## config.mk

```make
export PLATFORM = sky130hd
export DESIGN_NAME = qc_ldpc_parity_encoder_flat
export DESIGN_NICKNAME = d
export VERILOG_FILES = /design/src/rtl/qc_ldpc_parity_encoder_if.sv /design/src/rtl/qc_ldpc_parity_encoder.sv /design/src/flat_wrapper.sv
export SDC_FILE = /design/constraint.sdc
export NUM_CORES = 2
export LEC_CHECK = 0
export BUFFER_PORTS_ARGS = -buffer_cell sky130_fd_sc_hd__buf_2
export CORE_MARGIN = 5
export CORE_UTILIZATION = 56
export CTS_BUF_LIST = sky130_fd_sc_hd__clkbuf_2
export DETAILED_ROUTE_END_ITERATION = 10
export GPL_TIMING_DRIVEN = 1
export PLACE_DENSITY = 0.79
export SLEW_MARGIN = 25
export SYNTH_ARGS = -nofsm -noshare
export SYNTH_HDL_FRONTEND = slang
export SYNTH_SLANG_ARGS = --single-unit
```

## constraint.sdc

```tcl
create_clock -name clk -period 1.8 [get_ports clk]
set_input_delay 0.18 -clock clk [delete_from_list [all_inputs] [get_ports clk]]
set_output_delay 0.18 -clock clk [all_outputs]
set_load 0.005 [all_outputs]
```

## src/rtl/qc_ldpc_parity_encoder_if.sv

```systemverilog
// Handshake and ROM bus bundle for the QC-LDPC parity encoder.
// The encoder takes the slave side; the feeding logic and ROM take the master side.
interface qc_ldpc_parity_encoder_if #(
    parameter int Z  = 360,
    parameter int AW = 4
);
    logic          start;
    logic          diff_mode;
    logic          din_valid;
    logic          din_ready;
    logic          din;
    logic [AW-1:0] rom_addr;
    logic [Z-1:0]  rom_data;
    logic          dout;
    logic          dout_valid;
    logic          dout_ready;
    logic          dout_last;
    logic          busy;

    modport master (
        output start, diff_mode, din_valid, din, rom_data, dout_ready,
        input  din_ready, rom_addr, dout, dout_valid, dout_last, busy
    );

    modport slave (
        input  start, diff_mode, din_valid, din, rom_data, dout_ready,
        output din_ready, rom_addr, dout, dout_valid, dout_last, busy
    );
endinterface

```

## src/rtl/qc_ldpc_parity_encoder.sv

```systemverilog
// Quasi-cyclic LDPC parity encoder: XOR-accumulates rotated circulant rows for each set
// info bit, then streams the Z parity bits MSB first, optionally as a running XOR.
module qc_ldpc_parity_encoder #(
    parameter int Z  = 360,
    parameter int NG = 12,
    parameter int AW = 4,
    parameter int CW = 9
) (
    input  logic                   clk,
    input  logic                   rst_n,
    qc_ldpc_parity_encoder_if.slave bus
);
    typedef enum logic [1:0] {IDLE, FETCH, ACCUM, OUT} state_e;

    state_e        state_q, state_d;
    logic [Z-1:0]  sum_q, sum_d;
    logic [Z-1:0]  row_q, row_d;
    logic [AW-1:0] g_q, g_d;
    logic [AW-1:0] rom_addr_q, rom_addr_d;
    logic [CW-1:0] k_q, k_d;
    logic          fetch2_q, fetch2_d;
    logic          diff_q, diff_d;
    logic          din_ready_q, din_ready_d;
    logic          dout_q, dout_d;
    logic          dout_valid_q, dout_valid_d;
    logic          dout_last_q, dout_last_d;
    logic          busy_q, busy_d;
    logic          din_xfer, dout_xfer, k_last;

    assign din_xfer  = bus.din_valid & din_ready_q;
    assign dout_xfer = dout_valid_q & bus.dout_ready;
    assign k_last    = (k_q == CW'(Z - 1));

    always_comb begin
        state_d      = state_q;
        sum_d        = sum_q;
        row_d        = row_q;
        g_d          = g_q;
        rom_addr_d   = rom_addr_q;
        k_d          = k_q;
        fetch2_d     = fetch2_q;
        diff_d       = diff_q;
        din_ready_d  = din_ready_q;
        dout_d       = dout_q;
        dout_valid_d = dout_valid_q;
        dout_last_d  = dout_last_q;
        unique case (state_q)
            IDLE: begin
                if (bus.start) begin
                    sum_d      = '0;
                    g_d        = '0;
                    diff_d     = bus.diff_mode;
                    rom_addr_d = '0;
                    fetch2_d   = 1'b0;
                    state_d    = FETCH;
                end
            end
            FETCH: begin
                // ROM output only reflects rom_addr two edges after it moved
                if (!fetch2_q) begin
                    fetch2_d = 1'b1;
                end else begin
                    fetch2_d    = 1'b0;
                    row_d       = bus.rom_data;
                    k_d         = '0;
                    din_ready_d = 1'b1;
                    state_d     = ACCUM;
                end
            end
            ACCUM: begin
                if (din_xfer) begin
                    if (bus.din) sum_d = sum_q ^ row_q;
                    row_d = {row_q[0], row_q[Z-1:1]};
                    if (k_last) begin
                        din_ready_d = 1'b0;
                        k_d         = '0;
                        if (g_q == AW'(NG - 1)) begin
                            state_d = OUT;
                        end else begin
                            g_d        = g_q + 1'b1;
                            rom_addr_d = g_q + 1'b1;
                            state_d    = FETCH;
                        end
                    end else begin
                        k_d = k_q + 1'b1;
                    end
                end
            end
            OUT: begin
                // sum shifts left per emission so the next plain bit is always near the MSB;
                // dout_q doubles as the differential accumulator
                if (!dout_valid_q) begin
                    dout_d       = sum_q[Z-1];
                    dout_valid_d = 1'b1;
                    dout_last_d  = (Z == 1);
                end else if (dout_xfer) begin
                    if (dout_last_q) begin
                        dout_d       = 1'b0;
                        dout_valid_d = 1'b0;
                        dout_last_d  = 1'b0;
                        state_d      = IDLE;
                    end else begin
                        sum_d       = sum_q << 1;
                        k_d         = k_q + 1'b1;
                        dout_d      = sum_q[Z-2] ^ (diff_q & dout_q);
                        dout_last_d = (k_q == CW'(Z - 2));
                    end
                end
            end
            default: state_d = IDLE;
        endcase
        busy_d = (state_d != IDLE);
    end

    always_ff @(posedge clk or negedge rst_n) begin
        if (!rst_n) begin
            state_q      <= IDLE;
            sum_q        <= '0;
            row_q        <= '0;
            g_q          <= '0;
            rom_addr_q   <= '0;
            k_q          <= '0;
            fetch2_q     <= 1'b0;
            diff_q       <= 1'b0;
            din_ready_q  <= 1'b0;
            dout_q       <= 1'b0;
            dout_valid_q <= 1'b0;
            dout_last_q  <= 1'b0;
            busy_q       <= 1'b0;
        end else begin
            state_q      <= state_d;
            sum_q        <= sum_d;
            row_q        <= row_d;
            g_q          <= g_d;
            rom_addr_q   <= rom_addr_d;
            k_q          <= k_d;
            fetch2_q     <= fetch2_d;
            diff_q       <= diff_d;
            din_ready_q  <= din_ready_d;
            dout_q       <= dout_d;
            dout_valid_q <= dout_valid_d;
            dout_last_q  <= dout_last_d;
            busy_q       <= busy_d;
        end
    end

    assign bus.din_ready  = din_ready_q;
    assign bus.rom_addr   = rom_addr_q;
    assign bus.dout       = dout_q;
    assign bus.dout_valid = dout_valid_q;
    assign bus.dout_last  = dout_last_q;
    assign bus.busy       = busy_q;
endmodule
```

## src/flat_wrapper.sv

```systemverilog
// flat-port wrapper written by rule: the top's interface ports become plain ports
module qc_ldpc_parity_encoder_flat 
#(
    parameter int Z  = 360,
    parameter int NG = 12,
    parameter int AW = 4,
    parameter int CW = 9
)
  (clk, rst_n, bus_start, bus_diff_mode, bus_din_valid, bus_din, bus_rom_data, bus_dout_ready, bus_din_ready, bus_rom_addr, bus_dout, bus_dout_valid, bus_dout_last, bus_busy);
  qc_ldpc_parity_encoder_if #(.Z(Z), .AW(AW)) bus_i ();
  input  logic clk;
  input  logic rst_n;
  input wire logic [$bits(bus_i.start)-1:0] bus_start;
  input wire logic [$bits(bus_i.diff_mode)-1:0] bus_diff_mode;
  input wire logic [$bits(bus_i.din_valid)-1:0] bus_din_valid;
  input wire logic [$bits(bus_i.din)-1:0] bus_din;
  input wire logic [$bits(bus_i.rom_data)-1:0] bus_rom_data;
  input wire logic [$bits(bus_i.dout_ready)-1:0] bus_dout_ready;
  output wire logic [$bits(bus_i.din_ready)-1:0] bus_din_ready;
  output wire logic [$bits(bus_i.rom_addr)-1:0] bus_rom_addr;
  output wire logic [$bits(bus_i.dout)-1:0] bus_dout;
  output wire logic [$bits(bus_i.dout_valid)-1:0] bus_dout_valid;
  output wire logic [$bits(bus_i.dout_last)-1:0] bus_dout_last;
  output wire logic [$bits(bus_i.busy)-1:0] bus_busy;
  assign bus_i.start = bus_start;
  assign bus_i.diff_mode = bus_diff_mode;
  assign bus_i.din_valid = bus_din_valid;
  assign bus_i.din = bus_din;
  assign bus_i.rom_data = bus_rom_data;
  assign bus_i.dout_ready = bus_dout_ready;
  assign bus_din_ready = bus_i.din_ready;
  assign bus_rom_addr = bus_i.rom_addr;
  assign bus_dout = bus_i.dout;
  assign bus_dout_valid = bus_i.dout_valid;
  assign bus_dout_last = bus_i.dout_last;
  assign bus_busy = bus_i.busy;
  qc_ldpc_parity_encoder #(.Z(Z), .NG(NG), .AW(AW), .CW(CW)) u_core (.clk(clk), .rst_n(rst_n), .bus(bus_i));
endmodule
```

==> results.json, run 1 <==
{
  "tool.error": "[ERROR GRT-0232] Routing congestion too high. Check the congestion heatmap in the GUI.",
  "cts_htree_levels": 4,
  "cts-root-buf": "clkbuf_2",
  "crit_endpoint": "bus_rom_addr[0]",
  "place.gp.congestion": 0.830,
  "synth_fp_nets": 4514,
  "ys_seq_area_frac": 0.488,
  "synthArstFlopShare": 1.00,
  "yosysWarningCount": 0,
  "synth-edff-count": 0,
  "start_util": 0.566,
  "dp_slack_ns": -0.142,
  "grt_max_degree": 127,
  "dp_hpwl_um": 67900,
  "die_h_um": 271,
  "io_buffers": 375,
  "clock_sinks": 742,
  "synth_top_area_cell": "dfrtp_1",
  "ios": 376,
  "cts.path.max_buffers": 3,
  "die_w_um": 271,
  "synth_top_area_share": 0.488,
  "syn_inst": 4144,
  "worstEpCategory": "primary output",
  "rows": 95,
  "grt.total_usage": 0.758,
  "antenna_found_initial": 57,
  "synth.cell_area_um2": 38100,
  "numCtsBuffers": 192,
  "status": "stopped before the end",
  "avgSynthCellArea_um2": 9.19,
  "synth-seq-cells": 742,
  "grt.overflow.total": 31,
  "ys.flop_type": "dfrtp_1",
  "failed_stage": "global routing (5_1_grt)",
  "synthDistinctLibCells": 56,
  "synthTopCellsByArea": "dfrtp_1 49%, o2bb2ai_1 14%, nand2_1 7.3%"
}
## cells by family after synthesis
group,after synthesis,synth area share
AO/OA/AOI/OAI,1416,0.270
XOR/XNOR,1,0.000230
adder cells (fa/ha/maj),3,0.000986
buffers and inverters,435,0.0506
flip-flops,742,0.488
multiplexers,6,0.00171
AND/OR/NAND/NOR,1541,0.189
## synth_stat cells (all sizes together), types with 3 or more instances
| library cell | count |
|---|---|
| o22ai | 3 |
| nor2 | 383 |
| nand3 | 60 |
| nand2b | 9 |
| ha | 3 |
| nand3b | 27 |
| nor2b | 6 |
| o31ai | 5 |
| nor3b | 289 |
| buf | 165 |
| o311ai | 31 |
| dfrtp | 742 |
| and2 | 3 |
| a21oi | 292 |
| nand2 | 741 |
| inv | 34 |
| clkbuf | 236 |
| o2bb2ai | 604 |
| o21ai | 39 |
| nand4 | 5 |
| a22o | 3 |
| a22oi | 14 |
| nor3 | 4 |
| a221o | 26 |
| a32oi | 31 |
| a31oi | 361 |
| or3 | 3 |
| mux2 | 4 |
## per-stage QoR
stage / instance area (µm²) / instances / hold WS (ns) / TNS, ns / utilization
after global placement: 42200 / 5216 / 0.129 / -2.80 / 0.627
after CTS: 52900 / 6382 / 0.000714 / -317.49 / 0.787
after detailed placement: 42200 / 5216 / 0.133 / -20.51 / 0.627
after floorplan: 38100 / 4144 / -0.116 / 0 / -
## layer usage
| layer | track usage | GRT overflow |
|---|---|---|
| met4 | 0.729 | 13 |
| met3 | 0.695 | 2 |
| met5 | 0.490 | 0 |
| met2 | 0.870 | 14 |
| met1 | 0.737 | 2 |
## repair_timing
action | CTS
endpoints found under the setup margin | 259
endpoints found under the hold margin | 1484
hold buffers | 783
pin swaps | 4
gates cloned | 19
buffers inserted | 25
gates resized for setup | 114
==> run 2: changes to the inputs <==
Settings changed: CORE_UTILIZATION 56 to 40, CTS_BUF_LIST sky130_fd_sc_hd__clkbuf_2 to default, PLACE_DENSITY 0.79 to default, PLACE_DENSITY_LB_ADDON from default to 0.15.
Clock period 1.8 ns to 2.34 ns, I/O delays scaled along.
==> results.json, run 2 <==
{
  "drcViolationCount": 0,
  "regToRegStartpoint": "u_core.bus.dout_last",
  "maxSlewHeadroom": 0.374,
  "clock_sinks": 742,
  "cts.path.max_buffers": 3,
  "ff2ff_path_depth": 5,
  "clk_latency_ns": 0.66,
  "cts_tree": "done",
  "period_share": 0.890,
  "status": "finished clean",
  "start_kind": "flop",
  "crit_slowest_cell": "buf_4",
  "cpPeakStageDelay_ns": 0.56,
  "ctsHoldBuffers": 365,
  "drtIter0Drc": 2487,
  "drt_pass1_iterations": 7,
  "place.gp.congestion": 0.779,
  "area_growth_pct": 27.0,
  "fin_crit_ns": 2.08,
  "cts-root-buf": "clkbuf_16",
  "coreArea_um2": 94700,
  "vdd_drop_max_uv": 876,
  "fin_setup_tns_ns": 0,
  "rows": 113,
  "slew_viol_final": 0,
  "skew_ns": 0.0235,
  "synth_top_area_cell": "dfrtp_1",
  "yosysMostFrequentCell": "dfrtp_1",
  "worstPathRequired_ns": 2.86,
  "top_regs": "u_core.row_q (360), u_core.sum_q (360), u_core.k_q (9)",
  "syn_inst": 4144,
  "finalHoldViolCount": 0,
  "grt.overflow.total": 0,
  "ant_nets": 0,
  "synthTopCellsByArea": "dfrtp_1 49%, o2bb2ai_1 14%, nand2_1 7.3%",
  "avgSynthCellArea_um2": 9.19,
  "layout.nets": 5086,
  "hold_path.class": "input pin to asynchronous set/reset pin",
  "ios": 376,
  "worst_setup_path_end_kind": "flop",
  "die_h_um": 318,
  "cap_violations": 0,
  "synth_common_cells": "742 x dfrtp_1, 741 x nand2_1, 604 x o2bb2ai_1, 382 x nor2_1, 361 x a31oi_1",
  "numCtsBuffers": 88,
  "fin_cells": 6053,
  "grt_max_degree": 165,
  "cp.arrival_ns": 2.60,
  "crit_type": "flop to flop",
  "p_total_mw": 69.7,
  "p_leak_nw": 20.1,
  "io_buffers": 375,
  "dp_slack_ns": 0.292,
  "ys.flop_type": "dfrtp_1",
  "vias": 34100,
  "synth_fp_nets": 4514,
  "synthArstFlopShare": 1.00,
  "grt_pass1_wl_um": 184000,
  "placed_cells": 5526,
  "setup_violations": 0,
  "yosysWarningCount": 0,
  "powerDensity_nw_per_um2": 1440,
  "reg2reg_to": "u_core.sum_q[239]",
  "crit_fanout": 56,
  "grt.total_usage": 0.216,
  "synthDistinctLibCells": 56,
  "post_cts_buffers": 0,
  "final_common_cell": "dfrtp_1",
  "max_freq_ghz": 0.480,
  "synth-edff-count": 0,
  "grt_pass1_vias": 33500,
  "post_cts_resized": 0,
  "timing.reg2reg.setup_slack_ns": 0.26,
  "start_util": 0.402,
  "synth.cell_area_um2": 38100,
  "worst_pin_slew_ns": 0.940,
  "antenna_found_initial": 3,
  "viasPerCell": 5.63,
  "final.setup.worst_slack_ns": 0.258,
  "cts_htree_levels": 3,
  "hold_ws_ns": 0.0996,
  "synth_top_area_share": 0.488,
  "wl_per_cell_um": 18.6,
  "synth-seq-cells": 742,
  "crit_chain": "and4b_1 > and2_2 > buf_4 > a32oi_1 > o311ai_0",
  "die_w_um": 318,
  "layout_common_cells": "741 x dfrtp_1, 740 x nand2_1, 604 x o2bb2ai_1, 382 x nor2_1, 374 x buf_2",
  "dp_hpwl_um": 69400,
  "drive_gt1_frac": 0.140,
  "dieArea_um2": 101000,
  "rsz0062_at_grt": "no",
  "clkTransAtPathRegs_ns": 0.06,
  "wirelength_um": 113000,
  "ys_seq_area_frac": 0.488
}
run 2: cell counts after synthesis:
No cell type changed its count.
run 2: per-stage QoR:
step,util,cell area (µm²)
6_report,0.510,48400
5_1_grt,0.510,48300
4_1_cts,0.510,48300
3_5_place_dp,0.440,41700
3_3_place_gp,0.440,41700
2_1_floorplan,-,38100
run 2: how the worst max path moves through the flow:
| stage | endpoint | slack, ns | start |
|---|---|---|---|
| after floorplan | u_core.g_q[0] | 0.47 | u_core.k_q[3] |
| after global placement | u_core.row_q[195] | 0.33 | u_core.state_q[0] |
| after detailed placement | u_core.row_q[194] | 0.29 | u_core.state_q[0] |
| after CTS | u_core.sum_q[239] | 0.27 | u_core.bus.dout_last |
| after global routing | u_core.row_q[202] | 0.1 | u_core.state_q[0] |
| final | u_core.sum_q[239] | 0.26 | u_core.bus.dout_last |
run 2: kinds of logic (layout without fill, tap and decap cells):
| kind of cell | after synthesis | in the layout | share of synthesized area |
|---|---|---|---|
| buffers and inverters | 435 | 1075 | 0.0506 |
| adders and majority gates | 3 | 3 | 0.000986 |
| xor gates and xnor gates | 1 | 1 | 0.000230 |
| and+or+nand+nor | 1541 | 1541 | 0.189 |
| other | 0 | 4 | 0 |
| AOI/OAI and AO/OA | 1416 | 1416 | 0.270 |
| DFF | 742 | 742 | 0.488 |
| muxes | 6 | 6 | 0.00171 |
run 2: layout make-up:
| cell class | count | area [µm²] |
|---|---|---|
| fillers | 8553 | 46400 |
| well taps | 1265 | 1580 |
| clock inverters | 25 | 360 |
| flip-flops and latches | 742 | 18600 |
| inverters | 34 | 128 |
| clock buffers | 133 | 2620 |
| repair buffers | 883 | 7460 |
| diodes | 4 | 10.0 |
| multi-input cells | 2967 | 17600 |
run 2: report_power, final:
group | internal (mW) | switching [mW] | leakage, nW
clock | 8.51 | 5.65 | 1.47
combinational | 13.4 | 16.7 | 9.63
sequential | 19.2 | 6.23 | 9.00
run 2: critical path: cells and delay by family (launching register included):
kind	cells	cell delay (ns)
compound gates	2	0.24
buf+inv	1	0.56
flops	1	0.41
simple gates	2	0.68
run 2: routing by layer:
| metal | wire length (µm) | up-vias | track usage |
|---|---|---|---|
| li1 | - | 16400 | - |
| met1 | 52300 | 16800 | 0.304 |
| met2 | 52800 | 722 | 0.349 |
| met3 | 4740 | 179 | 0.0362 |
| met4 | 2820 | 0 | 0.0581 |
| met5 | 0 | - | 0 |
No activity file was read; power rests on OpenSTA's default activity.
